===== src/rtl/beep_decode.sv =====
`timescale 1ns/1ps
// beep_decode: measures half-periods of an asynchronous square-wave tone and
// decodes them into a low/middle octave note code through acquire/lock/timeout.
module beep_decode (
   input  logic       clk_5m,
   input  logic       rst_n,
   input  logic       beep_in,
   output logic [3:0] med,
   output logic [3:0] low,
   output logic       valid,
   output logic       note_chg
);

   localparam logic [1:0]  S_SILENT  = 2'd0;
   localparam logic [1:0]  S_ACQ     = 2'd1;
   localparam logic [1:0]  S_LOCKED  = 2'd2;
   localparam logic [1:0]  K_NOMATCH = 2'd0;
   localparam logic [1:0]  K_REST    = 2'd1;
   localparam logic [1:0]  K_NOTE    = 2'd2;
   localparam logic [13:0] CNT_MAX   = 14'h3FFF;
   localparam logic [13:0] REST_LIM  = 14'd16;
   localparam logic [14:0] TOL       = 15'd64;

   function automatic logic [13:0] f_nom_low(input logic [2:0] n);
      case (n)
         3'd1:    f_nom_low = 14'd9559;
         3'd2:    f_nom_low = 14'd8514;
         3'd3:    f_nom_low = 14'd7587;
         3'd4:    f_nom_low = 14'd7161;
         3'd5:    f_nom_low = 14'd6380;
         3'd6:    f_nom_low = 14'd5684;
         3'd7:    f_nom_low = 14'd5064;
         default: f_nom_low = 14'd0;
      endcase
   endfunction

   function automatic logic [13:0] f_nom_med(input logic [2:0] n);
      case (n)
         3'd1:    f_nom_med = 14'd4779;
         3'd2:    f_nom_med = 14'd4259;
         3'd3:    f_nom_med = 14'd3794;
         3'd4:    f_nom_med = 14'd3581;
         3'd5:    f_nom_med = 14'd3191;
         3'd6:    f_nom_med = 14'd2843;
         3'd7:    f_nom_med = 14'd2533;
         default: f_nom_med = 14'd0;
      endcase
   endfunction

   function automatic logic f_near(input logic [13:0] h, input logic [13:0] nom);
      f_near = (({1'b0, h} + TOL) >= {1'b0, nom}) && ({1'b0, h} <= ({1'b0, nom} + TOL));
   endfunction

   // Result is {kind, med, low}; nominal windows never overlap, so order is irrelevant.
   function automatic logic [9:0] f_classify(input logic [13:0] h);
      logic [9:0] res;
      logic [2:0] n;
      res = {K_NOMATCH, 8'h00};
      if (h < REST_LIM) begin
         res = {K_REST, 8'h00};
      end else begin
         for (int i = 1; i < 8; i++) begin
            n = i[2:0];
            if (f_near(h, f_nom_low(n))) begin
               res = {K_NOTE, 4'h0, 1'b0, n};
            end else if (f_near(h, f_nom_med(n))) begin
               res = {K_NOTE, 1'b0, n, 4'h0};
            end else begin
               res = res;
            end
         end
      end
      f_classify = res;
   endfunction

   logic        r_sync1, r_sync2, r_dly;
   logic [13:0] r_cnt;
   logic [1:0]  r_state;
   logic [7:0]  r_cand;
   logic        r_cand_v;
   logic [3:0]  r_med, r_low;
   logic        r_valid, r_note_chg;

   logic        w_edge, w_timeout, w_hit, w_chg;
   logic [9:0]  w_cls;
   logic [1:0]  w_kind, w_state_n;
   logic [7:0]  w_code, w_cand_n;
   logic        w_cand_v_n, w_valid_n;
   logic [3:0]  w_med_n, w_low_n;

   assign w_edge    = r_sync2 ^ r_dly;
   assign w_timeout = (r_cnt == CNT_MAX);

   // Two-flop synchronizer plus delay flop for both-edge detection.
   always_ff @(posedge clk_5m or negedge rst_n) begin
      if (!rst_n) begin
         r_sync1 <= 1'b0;
         r_sync2 <= 1'b0;
         r_dly   <= 1'b0;
      end else begin
         r_sync1 <= beep_in;
         r_sync2 <= r_sync1;
         r_dly   <= r_sync2;
      end
   end

   // Half-period counter: restarts at 1 on every edge, saturates at full scale.
   always_ff @(posedge clk_5m or negedge rst_n) begin
      if (!rst_n) begin
         r_cnt <= 14'd0;
      end else if (w_edge) begin
         r_cnt <= 14'd1;
      end else if (!w_timeout) begin
         r_cnt <= r_cnt + 14'd1;
      end else begin
         r_cnt <= r_cnt;
      end
   end

   // Next-state logic; timeout wins and a coincident edge then starts acquisition.
   always_comb begin
      w_cls      = f_classify(r_cnt);
      w_kind     = w_cls[9:8];
      w_code     = w_cls[7:0];
      w_hit      = (w_kind != K_NOMATCH);
      w_state_n  = r_state;
      w_cand_n   = r_cand;
      w_cand_v_n = r_cand_v;
      w_med_n    = r_med;
      w_low_n    = r_low;
      w_valid_n  = r_valid;
      if (w_timeout) begin
         w_state_n  = w_edge ? S_ACQ : S_SILENT;
         w_cand_n   = 8'h00;
         w_cand_v_n = 1'b0;
         w_med_n    = 4'h0;
         w_low_n    = 4'h0;
         w_valid_n  = 1'b0;
      end else if (w_edge) begin
         case (r_state)
            S_SILENT: begin
               w_state_n  = S_ACQ;
               w_cand_n   = 8'h00;
               w_cand_v_n = 1'b0;
            end
            S_ACQ: begin
               if (w_hit && r_cand_v && (w_code == r_cand)) begin
                  w_state_n          = S_LOCKED;
                  {w_med_n, w_low_n} = w_code;
                  w_valid_n          = (w_kind == K_NOTE);
               end else begin
                  w_cand_n   = w_hit ? w_code : 8'h00;
                  w_cand_v_n = w_hit;
               end
            end
            S_LOCKED: begin
               if (w_hit && (w_code == {r_med, r_low})) begin
                  w_state_n = S_LOCKED;
               end else begin
                  w_state_n  = S_ACQ;
                  w_cand_n   = w_hit ? w_code : 8'h00;
                  w_cand_v_n = w_hit;
               end
            end
            default: begin
               w_state_n  = S_SILENT;
               w_cand_n   = 8'h00;
               w_cand_v_n = 1'b0;
            end
         endcase
      end else begin
         w_state_n = r_state;
      end
      w_chg = ({w_med_n, w_low_n, w_valid_n} != {r_med, r_low, r_valid});
   end

   // FSM, candidate and registered outputs.
   always_ff @(posedge clk_5m or negedge rst_n) begin
      if (!rst_n) begin
         r_state    <= S_SILENT;
         r_cand     <= 8'h00;
         r_cand_v   <= 1'b0;
         r_med      <= 4'h0;
         r_low      <= 4'h0;
         r_valid    <= 1'b0;
         r_note_chg <= 1'b0;
      end else begin
         r_state    <= w_state_n;
         r_cand     <= w_cand_n;
         r_cand_v   <= w_cand_v_n;
         r_med      <= w_med_n;
         r_low      <= w_low_n;
         r_valid    <= w_valid_n;
         r_note_chg <= w_chg;
      end
   end

   assign med      = r_med;
   assign low      = r_low;
   assign valid    = r_valid;
   assign note_chg = r_note_chg;

endmodule


===== config.mk =====
export PLATFORM = sky130hd
export DESIGN_NAME = beep_decode
export DESIGN_NICKNAME = d
export VERILOG_FILES = /design/src/rtl/beep_decode.sv
export SDC_FILE = /design/constraint.sdc
export NUM_CORES = 1
export LEC_CHECK = 0
export CAP_MARGIN = 15
export CORE_ASPECT_RATIO = 1.75
export CORE_MARGIN = 8
export CORE_UTILIZATION = 40
export CTS_CLUSTER_SIZE = 16
export DETAILED_ROUTE_END_ITERATION = 12
export PLACE_DENSITY_LB_ADDON = 0.12
export SETUP_SLACK_MARGIN = 0.2
export SYNTH_ARGS = -nofsm -noshare
export SYNTH_HDL_FRONTEND = slang
export SYNTH_SLANG_ARGS = --single-unit
export TNS_END_PERCENT = 1

===== constraint.sdc =====
create_clock -name clk_5m -period 6.65 [get_ports clk_5m]
set_input_delay 1.6625 -clock clk_5m [delete_from_list [all_inputs] [get_ports clk_5m]]
set_output_delay 1.6625 -clock clk_5m [all_outputs]
set_load 0.02 [all_outputs]

==> results of run 1 <==
through the flow:
stage / hold WS [ns] / setup slack, ns / power [uW] / util [%] / cells
2_1_floorplan: 0.331 / 2.62 / 401 / - / 536
3_3_place_gp: 0.336 / 1.91 / 455 / 42.3 / 644
3_5_place_dp: 0.339 / 1.88 / 457 / 42.3 / 644
4_1_cts: 0.362 / 1.84 / 747 / 44.0 / 652
5_1_grt: 0.374 / 1.50 / 775 / 44.0 / 652
6_report: 0.356 / 1.78 / 742 / 44.0 / 652
kinds of logic after synthesis:
family	synth area share, %
fa+ha+maj	3.85
flops	21.3
mux	4.59
compound gates	28.0
buf+inv	6.96
simple gates	30.2
xor+xnor	5.12
power by group through the flow:
stage | combinational, uW | clock (uW) | sequential [uW]
floorplan | 144 | 0 | 257
detailed placement | 187 | 0 | 270
finish | 188 | 286 | 267
global route | 206 | 300 | 269
CTS | 188 | 293 | 266
global placement | 185 | 0 | 270
layout by cell type, fill, tap and decap left out, types with 5 or more instances in the layout:
master           synthesis  routed
nand2_1                 62      62
nor2_1                  44      44
dfrtp_1                 36      36
a21oi_1                 20      20
nand3_1                 18      18
o21ai_0                 18      18
xnor2_1                 17      17
inv_1                   16      16
and3_1                  16      16
mux2i_1                 16      16
ha_1                    13      13
nand4_1                 12      12
nor3_1                  11      11
a31oi_1                 11      11
clkdlybuf4s50_1          0      11
nor4_1                  10      10
buf_4                    7      10
and2_1                   7       7
a211oi_1                 7       7
nand2b_1                 6       6
a211o_1                  6       6
nor2b_1                  6       6
and3b_1                  5       5
o211ai_1                 5       5
clkbuf_16                0       5
cell type report:
cell class                      count  area, um^2
Inverter                           20        75.1
Tap cell                          127         159
Clock inverter                      3        46.3
Sequential cell                    36         901
Fill cell                        1100        5770
Timing Repair Buffer               22         190
Multi-Input combinational cell    439        3030
Clock buffer                        5         125
path summary, 6_finish.rpt:
kind | startpoint | end | slack [ns] | depth (start not counted)
min reg2reg | r_sync1$_DFF_PN0_ | r_sync2$_DFF_PN0_ | 0.36 | 0
max | r_cnt[7]$_DFFE_PN0P_ | low[2]$_DFF_PN0_ | 1.78 | 14
max reg2reg | r_cnt[7]$_DFFE_PN0P_ | low[2]$_DFF_PN0_ | 1.78 | 14
max in group asynchronous | rst_n | r_cand[1]$_DFFE_PN0P_ | 4.61 | 1
min in group asynchronous | rst_n | r_cnt[6]$_DFFE_PN0P_ | 1.48 | 1
min | r_sync1$_DFF_PN0_ | r_sync2$_DFF_PN0_ | 0.36 | 0
sequential cells by signal (all words and copies together) (netlist names), 2 cells and up:
register / cells
low: 4
med: 4
r_cand: 6
r_cnt: 14
r_state: 2
layer usage:
metal	routed length (um)	vias to the layer above	global-route usage [%]
met1	6260	2144	26.5
met5	0	-	0
met4	1650	0	22.7
met3	896	88	3.75
li1	-	1990	-
met2	9280	246	43.9
==> metrics.txt, run 1 <==
setup TNS=0 ns; CP max FO=22; mean post-synth cell area=7.89 um^2; CTS root buf=clkbuf_16; syn_nets=552; Tcrit/Tclk final=73.3%; Routed Antenna Nets=0; Post-Route WL=roughly 18000 um; Longest Clk Path Bufs=2; worst path required time=6.83 ns; # rows=49; Synth area leaders=dfrtp_1, nand2_1, nor2_1; final hold vios=0; First-pass DRT Iterations=6; clock share of power=between 30 and 40%; drt drc=0; clock period minus worst slack=approximately 4.9 ns; Pint=490 uW; Main synth FF type=dfrtp_1; DR vias=about 4500; TritonCTS clock tree=built; critical path startpoint category=register; Yosys warnings=0; first-pass GRT wire length=27800 um; Worst setup EP type=register; vias in the first global route=4611; unrepaired setup endpoints after global routing=no; Gate power share=25.3%; critical path's top delay family=simple AND/OR/NAND/NOR gates; Worst-path clk slew=0.07 ns; Flop pwr share=36.1%; # clock sinks=36; diode count=0; CP Buf/Inv Count=1; Mapped Cells=536; Post-synth top cells=nand2_1, nor2_1, dfrtp_1, a21oi_1; Max-cap violations=0; Post-Syn Area=4230 um^2; DP Area=4360 um^2; cts bufs inserted=5; Final HPWL DP=approximately 14000 um; max frequency=about 200 MHz; leakage power=0.00181 uW; CP arrival=5.05 ns; cell area after layout=4530 um^2; slowest CP cell=ha_1; later-pin clock latency in the skew report=0.29 ns; worst hold-check path type=register to register; Crit Path Category=register to register; fin nets=540; layout cell share with drive strength beyond 1=11.6%; largest net degree at the start of global routing=37; switching power=~250 uW; core area=10300 um^2; max incr delay on CP=0.74 ns; Yosys cell types=97; Post-CTS Setup Bufs=0; top cell type's share of synthesized area=approximately a fifth; PD cells=164 nW/um^2; PortBufs=12; routed len/inst=27.7 um; count leader, synth=nand2_1; CP Cell Sequence=buf_4, ha_1, nand2_2, or3_1, a211oi_1, and3_1, a22oi_1, nand4_1, o21ai_0, or4_1, and4bb_2, and3_1, mux2i_1, nor2_1; Synth-to-Final Area Change=7.13%; cell repeated most along the worst path=and3_1; post-DR vias/cell=6.85; initial antenna violation count=0; post-synthesis register bit count=36; Initial Util=41.0%; Worst Max-Slew Pin Slew=0.875 ns; total track usage=approximately a quarter; post-synthesis sequential area ratio=21.3%; status=finished clean; Die ar.=14200 um^2; post-synth top area cell=dfrtp_1; Die W=~94 um; Placer Congestion=~0.99; # H-tree levels=2; EDFF count, synth=0; Rel. slew slack=41.7%; Post-CTS Hold Buffers=0; Finish-stage setup viols=0; Congestion Overflow GR=0; Die Y=152 um; Synth async-reset ratio=100%; Iter 0 DRT Violations=411; Clock Skew=0.00678 ns; cts repair resizes=0; maximum vdd drop=~140 uV; I/O pin count=13; Net Sw Frac=between 30% and 40%; Final Slew Violations=0
Note: power is estimated with default switching activity, not from simulation.
==> run 2: changes to the inputs <==
==> constraint.sdc (replaced) <==
create_clock -name clk_5m -period 4.2 [get_ports clk_5m]
set_input_delay 1.05 -clock clk_5m [delete_from_list [all_inputs] [get_ports clk_5m]]
set_output_delay 1.05 -clock clk_5m [all_outputs]
set_load 0.02 [all_outputs]
==> run 2 against run 1 <==
First-iteration DRC count up 12%. Setup slack worse by 1.5 ns. Sequential power up 56%. Clock power up 40%. Hold slack worse by 0.0079 ns. Power up 62%. Fmax up 23%.
==> metrics.txt, run 2 (synthesized netlist as in run 1, its figures left out) <==
status=finished clean; leakage power=0.00226 uW (+24%); later-pin clock latency in the skew report=0.30 ns (about the same); Tcrit/Tclk final=94.0% (+21 points); fin nets=621 (+15%); cell area after layout=5360 um^2 (+18%); unrepaired setup endpoints after global routing=yes; most frequent cells in the layout=buf_4, nand2_1, nor2_1; I/O pin count=13 (unchanged); Worst-path clk slew=0.06 ns (about the same); PD cells=224 nW/um^2 (+37%); Die ar.=14200 um^2 (unchanged); Longest Clk Path Bufs=2 (unchanged); worst hold-check path type=register to register; Post-CTS Hold Buffers=0 (unchanged); routed len/inst=27.2 um (-2.1%); WL met3=1240 um (+39%); Top Layer Used=met4; commonest non-fill, non-tap cell in the layout=buf_4; slowest CP cell=or4_1; WL met2=10000 um (+7.9%); Final Slew Violations=0 (unchanged); CP arrival=4.17 ns (-0.88 ns); Synth-to-Final Area Change=26.9%; Largest register FFs=14 (unchanged); max frequency=253 MHz (+23%); critical path's top delay family=simple AND/OR/NAND/NOR gates; setup TNS=0 ns (unchanged); CTS root buf=clkbuf_16; initial antenna violation count=0 (unchanged); total track usage=27.9% (+2.1 points); max incr delay on CP=0.53 ns (-0.21 ns); cts bufs inserted=5 (unchanged); First-pass DRT Iterations=7 (+1); hold path startpoint=r_sync1$_DFF_PN0_; Finish-stage setup viols=0 (unchanged); FF-to-FF Start=r_cnt[6]$_DFFE_PN0P_; Rel. slew slack=39.5% (-2.2 points); drt drc=0 (unchanged); Die W=93.7 um (unchanged); DR vias=4915 (+10%); # clock sinks=36 (unchanged); post-DR vias/cell=6.71 (-2.2%); final hold vios=0 (unchanged); largest net degree at the start of global routing=37 (unchanged); critical path startpoint category=register; layout cell share with drive strength beyond 1=30.4% (+19 points); clock period minus worst slack=3.95 ns (-0.923 ns); PortBufs=12 (unchanged); Place WS=0.126 ns (-1.75 ns); CP Buf/Inv Count=1 (unchanged); Final HPWL DP=15000 um (+7.6%); Clock Skew=0.0121 ns (+0.00530 ns); Crit Path Category=register to register; Die Y=152 um (unchanged); Worst setup EP type=register; CP Cell Sequence=buf_4, nand2_1, nor2_1, nand3_1, o22ai_2, a32o_2, nor3_4, xnor2_1, or4_1, and4bb_2, a41oi_2, or4_4, a21oi_2; vias in the first global route=4910 (+6.5%); Initial Util=41.0% (unchanged); core area=10300 um^2 (unchanged); Reg with most FFs=r_cnt; wire length on met1=6770 um (+8.1%); Placer Congestion=1.10 (+12%); worst path required time=4.42 ns (-2.41 ns); TritonCTS clock tree=built; DP Area=4890 um^2 (+12%); Congestion Overflow GR=0 (unchanged); # H-tree levels=2 (unchanged); Routed Antenna Nets=0 (unchanged); Worst Setup SP=r_cnt[6]$_DFFE_PN0P_; maximum vdd drop=300 uV (+110%); first-pass GRT wire length=29700 um (+6.8%); Post-Route WL=19900 um (+10%); CP max FO=7 (-68%); Worst Max-Slew Pin Slew=0.908 ns (+0.0331 ns); diode count=0 (unchanged); largest registers=r_cnt x14, r_cand x6; setup ws final=0.251 ns (-1.53 ns); # rows=49 (unchanged); Iter 0 DRT Violations=459 (+12%); Max-cap violations=0 (unchanged)
-- run 2: routing by layer --
metal  vias up  track usage, %
met1      2388            28.3
met4         0            21.7
li1       2145               -
met3       103            6.17
met5         -               0
met2       279            47.6
-- run 2: worst paths after layout --
path,endpoint,slack [ns],depth (start not counted)
setup / recovery,r_state[1]$_DFFE_PN0P_,0.25,13
max in group asynchronous,r_cnt[1]$_DFFE_PN0P_,2.69,1
hold reg to reg,r_sync2$_DFF_PN0_,0.35,0
min in group asynchronous,r_cnt[11]$_DFFE_PN0P_,0.88,1
hold / removal,r_sync2$_DFF_PN0_,0.35,0
setup reg to reg,r_state[1]$_DFFE_PN0P_,0.25,13
-- run 2: through the flow --
step                      hold WS, ns  utilization, %  cells  power, uW
final                           0.348            52.1    733       1200
after global routing            0.352            52.1    733       1250
after CTS                       0.350            49.2    724       1160
after detailed placement        0.337            47.5    714        765
after global placement          0.339            47.5    714        758
after floorplan                 0.331               -    536        635
-- run 2: layout make-up --
class / instances / area (um^2)
fillers: 1040 / 4940
multi-input cells: 439 / 3240
flip-flops and latches: 36 / 913
repair buffers: 103 / 826
well taps: 127 / 159
clock buffers: 5 / 125
inverters: 20 / 77.6
clock inverters: 3 / 21.3
-- run 2: where the power goes --
group	internal, uW	switching (uW)	total, uW	leakage (uW)
Combinational	178	210	387	0.00172
Clock	222	177	399	0.0000702
Sequential	376	39.4	416	0.000469
-- run 2: repair_timing --
item | CTS | global route
resized for setup | 5 | 51
pin swaps | 1 | 18
setup endpoints to repair | 9 | 19
hold endpoints to repair | 0 | 0
buffers inserted | 2 | 9
cloned | 0 | 0
-- run 2: worst register-to-register path, delay by kind of cell (launching register included) --
family	cells	cell delay (ns)
AOI/OAI and AO/OA	4	0.96
xor gates and xnor gates	1	0.13
buffers and inverters	1	0.19
DFF	1	0.44
and+or+nand+nor	7	2.16
